<file path="src/rtl/wb_write_arbiter_if.sv">
// Bus bundle between the ALU/load write sources, decode and the writeback port.
// Signals: alu_* write, ld_* handshake, q_src_* hazard query, register file write.
interface wb_write_arbiter_if #(
  parameter int DEPTH = 4,
  parameter int AW    = 4,
  parameter int DW    = 32
);
  localparam int CW = $clog2(DEPTH) + 1;

  logic          alu_valid;
  logic [AW-1:0] alu_dest;
  logic [DW-1:0] alu_data;

  logic          ld_valid;
  logic          ld_ready;
  logic [AW-1:0] ld_dest;
  logic [DW-1:0] ld_data;

  logic [AW-1:0] q_src_1;
  logic [AW-1:0] q_src_2;
  logic          hazard;
  logic [CW-1:0] fifo_count;

  logic          WB_WB_EN;
  logic [AW-1:0] Dest_wb;
  logic [DW-1:0] dest_wb;

  modport master (
    output alu_valid, alu_dest, alu_data,
    output ld_valid, ld_dest, ld_data,
    output q_src_1, q_src_2,
    input  ld_ready, hazard, fifo_count,
    input  WB_WB_EN, Dest_wb, dest_wb
  );

  modport slave (
    input  alu_valid, alu_dest, alu_data,
    input  ld_valid, ld_dest, ld_data,
    input  q_src_1, q_src_2,
    output ld_ready, hazard, fifo_count,
    output WB_WB_EN, Dest_wb, dest_wb
  );
endinterface

</file>
<file path="src/rtl/wb_write_arbiter.sv">
// Writeback arbiter: merges ALU writes and buffered load writes onto the
// single register file write port, one write per cycle, registered.
// Ports: clk, rst (sync, active high), bus (slave modport):
//   alu_valid/alu_dest/alu_data   ALU write, always accepted
//   ld_valid/ld_ready/ld_dest/ld_data  load write handshake into FIFO
//   q_src_1/q_src_2 -> hazard     live FIFO entry targets a source
//   fifo_count                    occupied FIFO slots (killed included)
//   WB_WB_EN/Dest_wb/dest_wb      registered register file write
module wb_write_arbiter #(
  parameter int DEPTH = 4,
  parameter int AW    = 4,
  parameter int DW    = 32
) (
  input logic              clk,
  input logic              rst,
  wb_write_arbiter_if.slave bus
);
  localparam int PW = $clog2(DEPTH);
  localparam int CW = PW + 1;
  // Register 15 has no storage; writes to it vanish.
  localparam logic [AW-1:0] NOREG = AW'(15);

  logic [AW-1:0] r_dest [DEPTH];
  logic [DW-1:0] r_data [DEPTH];
  logic [DEPTH-1:0] r_live;
  logic [PW-1:0] r_rd;
  logic [PW-1:0] r_wr;
  logic [CW-1:0] r_count;

  logic          r_en;
  logic [AW-1:0] r_wdest;
  logic [DW-1:0] r_wdata;

  logic             w_ready;
  logic             w_push;
  logic             w_alu;
  logic             w_pop;
  logic             w_head_live;
  logic             w_haz;
  logic [DEPTH-1:0] w_live_nxt;

  assign w_ready = !rst && (r_count < CW'(DEPTH));
  assign w_push  = bus.ld_valid && w_ready
                && (bus.ld_dest != NOREG);
  assign w_alu   = bus.alu_valid
                && (bus.alu_dest != NOREG);
  assign w_pop   = !w_alu && (r_count != '0);
  assign w_head_live = r_live[r_rd];

  // A slot's live bit is cleared on pop, so a set
  // bit always means an occupied, unsuperseded entry.
  always_comb begin
    w_haz = 1'b0;
    for (int i = 0; i < DEPTH; i++) begin
      if (r_live[i] &&
          ((r_dest[i] == bus.q_src_1) ||
           (r_dest[i] == bus.q_src_2)))
        w_haz = 1'b1;
    end
  end

  // Kill older entries superseded by this cycle's
  // ALU write; a load pushed now is newer and the
  // push assignment overrides the kill.
  always_comb begin
    w_live_nxt = r_live;
    for (int i = 0; i < DEPTH; i++) begin
      if (w_alu && r_live[i] &&
          (r_dest[i] == bus.alu_dest))
        w_live_nxt[i] = 1'b0;
    end
    if (w_pop)
      w_live_nxt[r_rd] = 1'b0;
    if (w_push)
      w_live_nxt[r_wr] = 1'b1;
  end

  always_ff @(posedge clk) begin
    if (rst) begin
      r_rd    <= '0;
      r_wr    <= '0;
      r_count <= '0;
      r_live  <= '0;
      r_en    <= 1'b0;
      r_wdest <= '0;
      r_wdata <= '0;
    end else begin
      r_live  <= w_live_nxt;
      r_count <= r_count
               + CW'(w_push)
               - CW'(w_pop);
      if (w_push) begin
        r_dest[r_wr] <= bus.ld_dest;
        r_data[r_wr] <= bus.ld_data;
        r_wr <= r_wr + PW'(1);
      end
      if (w_pop)
        r_rd <= r_rd + PW'(1);
      unique case (1'b1)
        w_alu: begin
          r_en    <= 1'b1;
          r_wdest <= bus.alu_dest;
          r_wdata <= bus.alu_data;
        end
        w_pop: begin
          // A killed head still drains its slot
          // but produces no write.
          r_en <= w_head_live;
          if (w_head_live) begin
            r_wdest <= r_dest[r_rd];
            r_wdata <= r_data[r_rd];
          end
        end
        default: r_en <= 1'b0;
      endcase
    end
  end

  assign bus.ld_ready   = w_ready;
  assign bus.hazard     = w_haz;
  assign bus.fifo_count = r_count;
  assign bus.WB_WB_EN   = r_en;
  assign bus.Dest_wb    = r_wdest;
  assign bus.dest_wb    = r_wdata;
endmodule

</file>
<file path="src/flat_wrapper.sv">
// flat-port wrapper written by rule: the top's interface ports become plain ports
module wb_write_arbiter_flat 
#(
  parameter int DEPTH = 4,
  parameter int AW    = 4,
  parameter int DW    = 32
)
  (clk, rst, bus_alu_valid, bus_alu_dest, bus_alu_data, bus_ld_valid, bus_ld_dest, bus_ld_data, bus_q_src_1, bus_q_src_2, bus_ld_ready, bus_hazard, bus_fifo_count, bus_WB_WB_EN, bus_Dest_wb, bus_dest_wb);
  wb_write_arbiter_if #(.DEPTH(DEPTH), .AW(AW), .DW(DW)) bus_i ();
  input logic clk;
  input logic rst;
  input wire logic [$bits(bus_i.alu_valid)-1:0] bus_alu_valid;
  input wire logic [$bits(bus_i.alu_dest)-1:0] bus_alu_dest;
  input wire logic [$bits(bus_i.alu_data)-1:0] bus_alu_data;
  input wire logic [$bits(bus_i.ld_valid)-1:0] bus_ld_valid;
  input wire logic [$bits(bus_i.ld_dest)-1:0] bus_ld_dest;
  input wire logic [$bits(bus_i.ld_data)-1:0] bus_ld_data;
  input wire logic [$bits(bus_i.q_src_1)-1:0] bus_q_src_1;
  input wire logic [$bits(bus_i.q_src_2)-1:0] bus_q_src_2;
  output wire logic [$bits(bus_i.ld_ready)-1:0] bus_ld_ready;
  output wire logic [$bits(bus_i.hazard)-1:0] bus_hazard;
  output wire logic [$bits(bus_i.fifo_count)-1:0] bus_fifo_count;
  output wire logic [$bits(bus_i.WB_WB_EN)-1:0] bus_WB_WB_EN;
  output wire logic [$bits(bus_i.Dest_wb)-1:0] bus_Dest_wb;
  output wire logic [$bits(bus_i.dest_wb)-1:0] bus_dest_wb;
  assign bus_i.alu_valid = bus_alu_valid;
  assign bus_i.alu_dest = bus_alu_dest;
  assign bus_i.alu_data = bus_alu_data;
  assign bus_i.ld_valid = bus_ld_valid;
  assign bus_i.ld_dest = bus_ld_dest;
  assign bus_i.ld_data = bus_ld_data;
  assign bus_i.q_src_1 = bus_q_src_1;
  assign bus_i.q_src_2 = bus_q_src_2;
  assign bus_ld_ready = bus_i.ld_ready;
  assign bus_hazard = bus_i.hazard;
  assign bus_fifo_count = bus_i.fifo_count;
  assign bus_WB_WB_EN = bus_i.WB_WB_EN;
  assign bus_Dest_wb = bus_i.Dest_wb;
  assign bus_dest_wb = bus_i.dest_wb;
  wb_write_arbiter #(.DEPTH(DEPTH), .AW(AW), .DW(DW)) u_core (.clk(clk), .rst(rst), .bus(bus_i));
endmodule
</file>
<file path="config.mk">
export PLATFORM = sky130hd
export DESIGN_NAME = wb_write_arbiter_flat
export DESIGN_NICKNAME = d
export VERILOG_FILES = /design/src/rtl/wb_write_arbiter_if.sv /design/src/rtl/wb_write_arbiter.sv /design/src/flat_wrapper.sv
export SDC_FILE = /design/constraint.sdc
export NUM_CORES = 1
export LEC_CHECK = 0
export CORE_ASPECT_RATIO = 0.6
export CORE_UTILIZATION = 54
export DETAILED_ROUTE_END_ITERATION = 12
export GPL_ROUTABILITY_DRIVEN = 0
export GPL_TIMING_DRIVEN = 0
export PLACE_DENSITY = 0.76
export SYNTH_ARGS = -nofsm -noshare
export SYNTH_HDL_FRONTEND = slang
export SYNTH_SLANG_ARGS = --single-unit
</file>
<file path="constraint.sdc">
create_clock -name clk -period 2.98 [get_ports clk]
set_clock_uncertainty 0.1 [all_clocks]
set_input_delay 0.894 -clock clk [delete_from_list [all_inputs] [get_ports clk]]
set_output_delay 0.894 -clock clk [all_outputs]
set_load 0.03 [all_outputs]
</file>
==> key figures, run 1 <==
Clock network
  • H-tree levels: 4
  • Worst-Skew Late Latency: 0.44 ns
  • Number of buffers created by CTS: 17
  • Clk slew on worst S/H paths: 0.08 ns
  • Clk sinks: 194
  • CTS max path bufs: 2
  • CTS tree: yes
  • CTS Root Buffer Type: clkbuf_16

Logic synthesis
  • Netlist cell types: 31
  • Synth Area per Inst: 15.34 µm²
  • Yosys Warn Count: 0
  • Sequential fraction of the synthesis area: 64.16%
  • Async set-reset flop share out of synthesis: 0%
  • Synth Cell Area: 8299 µm²
  • Largest area contributor in the netlist: edfxtp_1
  • Synth area leaders: edfxtp_1 (52%), dfxtp_1 (12%), mux4_2 (10%), a311oi_2 (6.5%), nand2_1 (3.6%)
  • Mapped Cells: 541
  • Commonest cells in the netlist: edfxtp_1 (144), nand2_1 (80), dfxtp_1 (50)
  • Top-count cell post-synth: edfxtp_1
  • Syn Nets: 635
  • Main synth FF type: edfxtp_1
  • Share of the synthesized area in the top cell type: 52.10%
  • Flops & latches, synth: 194
  • Post-synth EDFFs: 144

Floorplan
  • Die width: 162.0 µm
  • IO Pins: 126
  • Die area: 15,890 µm²
  • Core Area: 14,760 µm²
  • Initial Util: 56.22%
  • Rows: 34
  • Die height: 98.03 µm

Drt
  • First-pass iteration count of the detailed router: 5
  • Final ANT Viol Nets: 0
  • Via density: 5.848
  • Total number of vias: 5,310
  • DRT iter0 DRCs: 557
  • Final WL: 20,710 µm
  • Residual DRC: 0
  • DR WL/cell: 22.81 µm

Placed design
  • Placed cell areas: 9763 µm²
  • # port buffers: 120
  • Dpl hpwl: 13,350 µm
  • Post-Place Cells: 859

Setup path
  • Max stage delay on crit path: 0.57 ns
  • Worst setup path endpoint: u_core.r_data[1][7]
  • Crit-path cells: clkdlybuf4s50_1 > nand4_1 > and3_1 > clkbuf_1 > nand2_1 > clkinvlp_4 > buf_12
  • CP max stage cell: clkdlybuf4s50_1
  • Setup Crit Path Kind: in -> reg
  • Worst-path fanout max: 18
  • Depth of the worst register-to-register path: 10
  • Critical Path Source Type: input pin
  • Worst EP arrival: 3.04 ns
  • Reg-to-reg setup timing slack: 0.55 ns
  • CP required: 3.07 ns
  • Crit path from: bus_ld_dest[2]
  • RR Endpoint: u_core.bus.fifo_count[1]
  • Crit Reg-Reg Startpoint: u_core.bus.fifo_count[2]
  • Crit path capture type: register

Final layout
  • Filler Cells Inserted: 943
  • Synth-to-Final Area Change: 26.76%
  • Final net count: 790
  • Layout Cells excl Fill: 908
  • Layout cells sized above 1: 23.41%
  • Multi-input gate area: 2734 µm²
  • Register Area: 5325 µm²
  • Post-Layout Inst Area: 10,520 µm²

Run
  • Maxcap violations: 0

STA
  • Worst slew margin: 46.54%
  • Max Freq: 337.9 MHz
  • Slew Viols, Final: 0
  • Slew @ Worst Pin: 0.8018 ns
  • Min Hold Slack: 0.4335 ns
  • RSZ-0062 raised after global routing: yes
  • Fin crit period: 2.959 ns
  • Final Hold Fails: 0
  • Crit share post-route: 99.31%
  • Final setup vio count: 0

Global route
  • Initial antenna violation count: 1
  • Grt ovf: 0
  • First-pass GRT wire length: 31,790 µm
  • Gr usage total: 27.96%
  • Vias in the first global route: 5,494
  • Largest net degree at the start of global routing: 19

Outcome
  • Outcome: finished, final reports clean

Hold path
  • Hold path start: u_core.r_live[1]
  • Min-Delay Path Class: reg -> reg

Pwr
  • Worst IR Drop VDD: 0.0004988 V
  • Power Density: 735.6 nW/µm²
  • LEAKAGE: 0.003546 µW
  • Total power: 7738 µW
layout make-up:
type                       instances  share of cell area [%]
antenna                            1                 0.02379
sequential                       194                   50.62
timing repair buffer             132                   12.49
timing repair inverter             4                  0.2854
buffer                            36                   2.224
multi-input combinational        301                   25.99
tap                              198                   2.355
clock buffer                      18                   4.079
inverter                          10                  0.4995
clock inverter                    14                   1.439
sequential cells by signal, summed over array words and instances, names as in the netlist, named ones only:
name / flops
u_core.bus.Dest_wb: 4
u_core.r_live: 4
u_core.r_wr: 2
u_core.r_dest: 16
u_core.r_data: 128
u_core.r_rd: 2
u_core.bus.dest_wb: 32
u_core.bus.fifo_count: 3
u_core.bus.WB_WB_EN: 1
power by group:
| part | switching, µW | internal, µW | total [µW] | leakage [µW] |
|---|---|---|---|---|
| logic | 1250 | 1010 | 2260 | 0.00154 |
| clock network | 1040 | 1180 | 2230 | 0.000284 |
| registers | 132 | 3120 | 3250 | 0.00172 |
worst max-delay path: cells and delay by family:
| kind | cells | cell delay (ns) |
|---|---|---|
| buffers and inverters | 4 | 1.15 |
| AND/OR/NAND/NOR | 3 | 0.97 |
per-layer routing:
metal / global-route usage, % / part of all wire (%) / up-vias
met5: 0 / 0 / -
met4: 9.144 / 1.6 / 0
met3: 7.307 / 11 / 27
met2: 42.39 / 46 / 275
met1: 39.63 / 42 / 2652
li1: - / - / 2356
worst min path at each step:
stage / depth (start not counted) / end
after detailed placement: 2 / u_core.r_live[1]
after global placement: 2 / u_core.bus.dest_wb[18]
after CTS: 2 / u_core.r_live[1]
after floorplan: 2 / u_core.r_live[2]
final: 2 / u_core.r_live[1]
after global routing: 2 / u_core.r_live[1]
through the flow:
stage	worst slack (ns)	setup TNS (ns)	util, %
finish	0.02055	0	71.27
floorplan	0.01061	0	-
CTS	-0.1029	-0.1029	71.40
global route	-0.05673	-3.735	71.25
global placement	-0.9956	-119.04	66.14
detailed placement	-0.9886	-130.45	66.14
logic make-up (layout without fill, tap and decap cells):
kind of cell / count (synthesis) / count (layout) / synth area share [%]
compound gates: 59 / 59 / 8.337
xor+xnor: 52 / 52 / 5.488
fa+ha+maj: 10 / 10 / 1.598
buf+inv: 46 / 214 / 3.272
flops: 194 / 194 / 64.16
mux: 37 / 37 / 10.04
other cells: 0 / 1 / 0
simple gates: 143 / 143 / 7.101
layout by cell type, fill, tap and decap left out, types with 3 or more instances in the layout:
master,count
ha_1,9
o211ai_1,8
dfxtp_1,50
edfxtp_1,144
buf_6,7
xor2_1,33
clkbuf_1,9
buf_12,5
buf_2,12
nor4_2,5
clkbuf_2,6
mux4_2,37
xnor2_1,19
clkinvlp_4,8
clkbuf_16,17
inv_1,6
nand2_1,80
inv_6,3
nor4_1,3
a311oi_2,36
nand4_1,7
clkinv_4,6
a21oi_1,6
clkdlybuf4s50_1,110
o21ai_1,4
nor2_1,43
buf_4,17
what timing repair did:
item / in CTS / in global routing
resized for setup: 27 / 20
cloned: 4 / 0
hold buffers: 0 / 0
setup buffers: 12 / 0
pin swaps: 3 / 9
setup endpoints to repair: 146 / 119
(Power assumes the default switching activity.)
==> inputs of run 2 (changes only) <==
Settings changed: ABC_AREA from default to 1, CORE_UTILIZATION 54 to 60, DONT_BUFFER_PORTS from default to 1, PLACE_DENSITY 0.76 to 0.72.
==> run 2 against run 1 <==
  * Fmax is 3.7% higher
  * Die area shrank 5.5%
  * Final cell count rose by 35%
  * Global-route usage increased by 2.9 points
  * Critical endpoint is now bus_hazard
  * Largest power group unchanged
==> key figures, run 2 <==
Global route
  • Largest net degree at the start of global routing: 37
  • Grt ovf: 0
  • Vias in the first global route: 6,196
  • Initial antenna violation count: 0
  • Gr usage total: 30.91%
  • First-pass GRT wire length: 33,470 µm

Final layout
  • Commonest non-fill, non-tap cell in the layout: nand2_1
  • Final net count: 1,117
  • Most frequent cells in the layout: nand2_1 (327), nor2_1 (232), edfxtp_1 (144)
  • Antenna Cells: 0
  • Filler Cells Inserted: 1,103
  • Layout cells sized above 1: 6.178%
  • Max reg flops: 128
  • Synth-to-Final Area Change: 10.64%
  • Most flop-heavy register: u_core.r_data

Hold path
  • Hold Crit Depth: 1
  • Min-Delay Path Class: reg -> reg
  • Hold endpoint: u_core.r_wr[0]
  • Hold path start: u_core.r_wr[0]

Logic synthesis
  • Mapped Cells: 997
  • Sequential fraction of the synthesis area: 61.14%
  • Top-count cell post-synth: nand2_1
  • Flops & latches, synth: 194
  • Synth Area per Inst: 8.736 µm²
  • Synth area leaders: edfxtp_1 (50%), nand2_1 (14%), dfxtp_1 (11%), nor2_1 (10%), o21ai_0 (5.9%)
  • Synth Cell Area: 8710 µm²
  • Largest area contributor in the netlist: edfxtp_1
  • Post-synth EDFFs: 144
  • Syn Nets: 1,091
  • Yosys Warn Count: 0
  • Netlist cell types: 27
  • Main synth FF type: edfxtp_1
  • Share of the synthesized area in the top cell type: 49.65%
  • Commonest cells in the netlist: nand2_1 (327), nor2_1 (232), edfxtp_1 (144)
  • Async set-reset flop share out of synthesis: 0%

Setup path
  • CP top delay family: simple AND/OR/NAND/NOR gates
  • Reg-to-reg setup timing slack: 0.31 ns
  • Worst-path fanout max: 5
  • Depth of the worst register-to-register path: 12
  • RR Endpoint: u_core.bus.fifo_count[2]
  • Worst Path Buf+Inv: 2
  • Crit-path cells: inv_1 > nand2_1 > nand2_1 > nor2_1 > nand2_1 > nand2_1 > nand2_1 > nand2_1 > inv_1 > nand2_1
  • Worst EP arrival: 1.86 ns
  • Critical Path Source Type: register
  • Crit path capture type: output pin
  • Max stage delay on crit path: 0.43 ns
  • CP max stage cell: edfxtp_1
  • CP required: 1.99 ns
  • Crit Reg-Reg Startpoint: u_core.bus.fifo_count[2]
  • Setup Crit Path Kind: reg -> out
  • Cell mode on critical path: nand2_1

Pwr
  • Sequential share of power: 45.0%
  • Internal power: 4997 µW
  • LEAKAGE: 0.004024 µW
  • Psw: 2985 µW
  • Clk network pwr share: 28.9%
  • Power Density: 828.2 nW/µm²
  • Worst IR Drop VDD: 0.0004135 V
  • Comb pwr share: 26.1%
  • Switch share: 37.40%

Clock network
  • Worst-Skew Late Latency: 0.44 ns
  • CTS Root Buffer Type: clkbuf_16
  • Number of buffers created by CTS: 17
  • CTS tree: yes
  • H-tree levels: 4
  • Hold-fix buffers at CTS: 0
  • Clk slew on worst S/H paths: 0.08 ns
  • CTS max path bufs: 2
  • Clk sinks: 194

Floorplan
  • Die height: 95.33 µm
  • Die area: 15,020 µm²
  • Die width: 157.5 µm
  • IO Pins: 126
  • Core Area: 13,910 µm²
  • Initial Util: 62.59%
  • Rows: 33

Drt
  • Final ANT Viol Nets: 0
  • First-pass iteration count of the detailed router: 5
  • DR WL/cell: 17.77 µm
  • Residual DRC: 0
  • Final WL: 21,820 µm
  • DRT iter0 DRCs: 748
  • Via density: 5.486
  • Total number of vias: 6,737

STA
  • Max Freq: 350.6 MHz
  • Worst slew margin: 38.12%
  • Fin Setup TNS: 0 ns
  • Slew Viols, Final: 0
  • Final setup vio count: 0
  • Slew @ Worst Pin: 0.9268 ns
  • Crit share post-route: 95.72%
  • Final Hold Fails: 0
  • Min Hold Slack: 0.4104 ns
  • Final worst slack: 0.1274 ns
  • RSZ-0062 raised after global routing: no
  • Fin crit period: 2.853 ns

Placed design
  • DP Worst Slack: -0.3311 ns
  • Dpl hpwl: 14,850 µm
  • # port buffers: 0

Outcome
  • Outcome: finished, final reports clean

Run
  • Maxcap violations: 0
[run 2: cell families after synthesis]
group | after synthesis | synth area share, %
and+or+nand+nor | 578 | 25.31
xor gates and xnor gates | 1 | 0.1006
DFF | 194 | 61.14
adders and majority gates | 10 | 1.523
AOI/OAI and AO/OA | 126 | 7.628
buffers and inverters | 88 | 4.295
[run 2: routing by layer]
layer / GRT usage [%] / vias up / wire, µm
met2: 43.92 / 323 / 8904
li1: - / 3281 / -
met1: 47.10 / 3112 / 10200
met4: 7.362 / 0 / 230
met3: 8.091 / 21 / 2479
met5: 0 / - / 0
[run 2: cell type report]
| cell class | count | area (µm²) | area share (%) |
|---|---|---|---|
| flip-flops and latches | 194 | 5329 | 55.30 |
| multi-input cells | 715 | 3010 | 31.24 |
| clock buffers | 17 | 425.4 | 4.414 |
| well taps | 192 | 240.2 | 2.493 |
| plain buffers | 40 | 191.4 | 1.987 |
| inverters | 48 | 182.7 | 1.896 |
| clock inverters | 15 | 167.7 | 1.740 |
| repair buffers | 7 | 90.09 | 0.9348 |
[run 2: worst max-delay path by stage]
| stage | endpoint | cells past startpoint | slack [ns] | from |
|---|---|---|---|---|
| floorplan | u_core.bus.fifo_count[2] | 12 | 0.07 | bus_alu_dest[1] |
| global placement | u_core.r_data[3][18] | 6 | -0.63 | rst |
| detailed placement | u_core.bus.fifo_count[2] | 12 | -0.33 | bus_alu_dest[1] |
| CTS | u_core.bus.fifo_count[2] | 12 | 0.11 | u_core.bus.fifo_count[2] |
| global route | bus_hazard | 10 | 0.0002 | u_core.r_dest[2][3] |
| finish | bus_hazard | 10 | 0.13 | u_core.r_dest[2][0] |
[run 2: per-stage QoR]
| step | cell area [µm²] | std cells | power, µW | util, % |
|---|---|---|---|---|
| after global routing | 9637 | 1228 | 8410 | 69.26 |
| after detailed placement | 9010 | 1192 | 5687 | 64.75 |
| after CTS | 9603 | 1224 | 7961 | 69.01 |
| after floorplan | 8710 | 997 | 5071 | - |
| after global placement | 8950 | 1189 | 5634 | 64.32 |
| final | 9637 | 1228 | 7981 | 69.26 |
[run 2: power groups by stage]
stage | sequential, µW | combinational, µW | clock (µW)
6_report | 3590 | 2080 | 2310
5_1_grt | 3620 | 2380 | 2410
4_1_cts | 3580 | 2060 | 2310
3_3_place_gp | 3650 | 1990 | 0
2_1_floorplan | 3610 | 1470 | 0
3_5_place_dp | 3640 | 2040 | 0
[run 2: timing repair]
action	in CTS	in global routing
buffers inserted	0	4
gates resized for setup	0	3
setup endpoints to repair	0	1
endpoints found under the hold margin	0	0
==> inputs of run 3 (changes only) <==
Settings changed: GPL_ROUTABILITY_DRIVEN 0 to default.
==> run 3 against run 2 <==
  * Via count decreased by 0.53%
  * Sequential cell count did not move
  * Fmax increased by 0.79%
  * Wire length is 0.45% higher
  * Critical path type is now in -> out
  * Largest power group unchanged
==> key figures, run 3 (synthesized netlist as in run 2, its figures left out) <==
Setup path
  • Crit path capture type: output pin
  • Worst EP arrival: 1.84 ns
  • Max stage delay on crit path: 0.25 ns
  • Crit-path cells: inv_1 > nand2_1 > nand2_1 > nor2_1 > nand2_1 > nand2_1 > nand2_1 > nand2_1 > inv_1 > nand2_2
  • Critical Path Source Type: input pin
  • CP required: 1.99 ns
  • Setup Crit Path Kind: in -> out
  • Worst-path fanout max: 5
  • Reg-to-reg setup timing slack: 0.31 ns
  • CP max stage cell: nor2_1
  • RR Endpoint: u_core.bus.fifo_count[2]
  • Cell mode on critical path: nand2_1
  • Crit Reg-Reg Startpoint: u_core.bus.fifo_count[2]
  • Depth of the worst register-to-register path: 12

Clock network
  • Worst-Skew Late Latency: 0.44 ns
  • CTS max path bufs: 2
  • Number of buffers created by CTS: 17
  • Clk sinks: 194
  • CTS Root Buffer Type: clkbuf_16
  • Clk slew on worst S/H paths: 0.08 ns
  • H-tree levels: 4
  • CTS tree: yes

Pwr
  • Worst IR Drop VDD: 0.0004584 V
  • LEAKAGE: 0.003989 µW
  • Power Density: 821.9 nW/µm²
  • Comb pwr share: 26.3%
  • Sequential share of power: 45.5%
  • Switch share: 37.70%
  • Internal power: 4909 µW
  • Total power: 7881 µW
  • Psw: 2971 µW
  • Clk network pwr share: 28.2%

Final layout
  • Final net count: 1,114
  • Max reg flops: 128
  • Synth-to-Final Area Change: 10.08%
  • Final core occ: 68.91%
  • Commonest non-fill, non-tap cell in the layout: nand2_1
  • Layout cells sized above 1: 6.099%
  • Antenna Cells: 0
  • Most flop-heavy register: u_core.r_data
  • Most frequent cells in the layout: nand2_1 (326), nor2_1 (231), edfxtp_1 (144)
  • Layout Cells excl Fill: 1,225

STA
  • Max Freq: 353.3 MHz
  • Final setup vio count: 0
  • Crit share post-route: 94.97%
  • RSZ-0062 raised after global routing: no
  • Fin crit period: 2.830 ns
  • Fin Setup TNS: 0 ns
  • Slew Viols, Final: 0
  • Min Hold Slack: 0.4020 ns
  • Slew @ Worst Pin: 0.9586 ns
  • Worst slew margin: 36.00%
  • Final Hold Fails: 0

Hold path
  • Hold path start: u_core.r_live[2]
  • Hold Crit Depth: 2
  • Hold endpoint: u_core.r_live[2]
  • Min-Delay Path Class: reg -> reg

Placed design
  • Dpl hpwl: 14,920 µm
  • Post-Place Cells: 1,191
  • # port buffers: 0
  • Routability Congestion: 0.9362

Floorplan
  • Initial Util: 62.59%
  • Core Area: 13,910 µm²
  • IO Pins: 126
  • Die area: 15,020 µm²
  • Rows: 33
  • Die height: 95.33 µm
  • Die width: 157.5 µm

Drt
  • Final ANT Viol Nets: 0
  • DRT iter0 DRCs: 851
  • DR WL/cell: 17.89 µm
  • Total number of vias: 6,701
  • Residual DRC: 0
  • Via density: 5.470
  • First-pass iteration count of the detailed router: 6
  • Final WL: 21,920 µm

Global route
  • Grt ovf: 0
  • First-pass GRT wire length: 32,930 µm
  • Initial antenna violation count: 0
  • Vias in the first global route: 5,999
  • Gr usage total: 30.43%
  • Largest net degree at the start of global routing: 37

Run
  • Maxcap violations: 0

Outcome
  • Outcome: finished, final reports clean
run 3: power by group through the flow:
stage	sequential, µW	clock, µW	combinational, µW
after floorplan	3610	0	1470
after global placement	3650	0	1990
after detailed placement	3650	0	2040
after CTS	3590	2230	2050
after global routing	3620	2330	2350
final	3590	2220	2070
run 3: what timing repair did:
item | CTS | global route
hold buffers | 0 | 0
setup endpoints to repair | 0 | 2
gates resized for setup | 0 | 5
setup buffers | 0 | 2
run 3: worst max-delay path: cells and delay by family:
kind	cells	cell delay, ns
buffers and inverters	2	0.10
AND/OR/NAND/NOR	8	0.84
run 3: per-stage QoR:
step / worst slack (ns) / instance area [µm²]
after CTS: 0.09389 / 9564
after detailed placement: -0.3649 / 8990
after floorplan: 0.06763 / 8710
final: 0.1499 / 9588
after global routing: 0.02007 / 9588
after global placement: -0.6441 / 8950
run 3: worst max-delay path by stage:
stage	to	start
4_1_cts	u_core.bus.fifo_count[2]	u_core.bus.fifo_count[2]
3_3_place_gp	u_core.r_data[1][18]	rst
5_1_grt	u_core.bus.fifo_count[2]	bus_alu_dest[1]
6_report	bus_hazard	bus_q_src_1[0]
3_5_place_dp	u_core.bus.fifo_count[2]	bus_alu_dest[1]
2_1_floorplan	u_core.bus.fifo_count[2]	bus_alu_dest[1]
run 3: final cells by class:
| type | instances | area (µm²) |
|---|---|---|
| clock inverters | 15 | 148.9 |
| multi-input cells | 715 | 3015 |
| well taps | 192 | 240.2 |
| flip-flops and latches | 194 | 5329 |
| fillers | 1105 | 4327 |
| clock buffers | 17 | 425.4 |
| inverters | 48 | 182.7 |
| plain buffers | 40 | 191.4 |
| repair buffers | 4 | 55.05 |
run 3: per-layer routing:
layer	routed length, µm	up-vias	share of wire, %	track usage [%]
li1	-	3272	-	-
met3	3023	20	14	9.318
met2	8746	371	40	42.00
met4	188	0	0.86	7.443
met5	0	-	0	0
met1	9957	3038	45	46.44
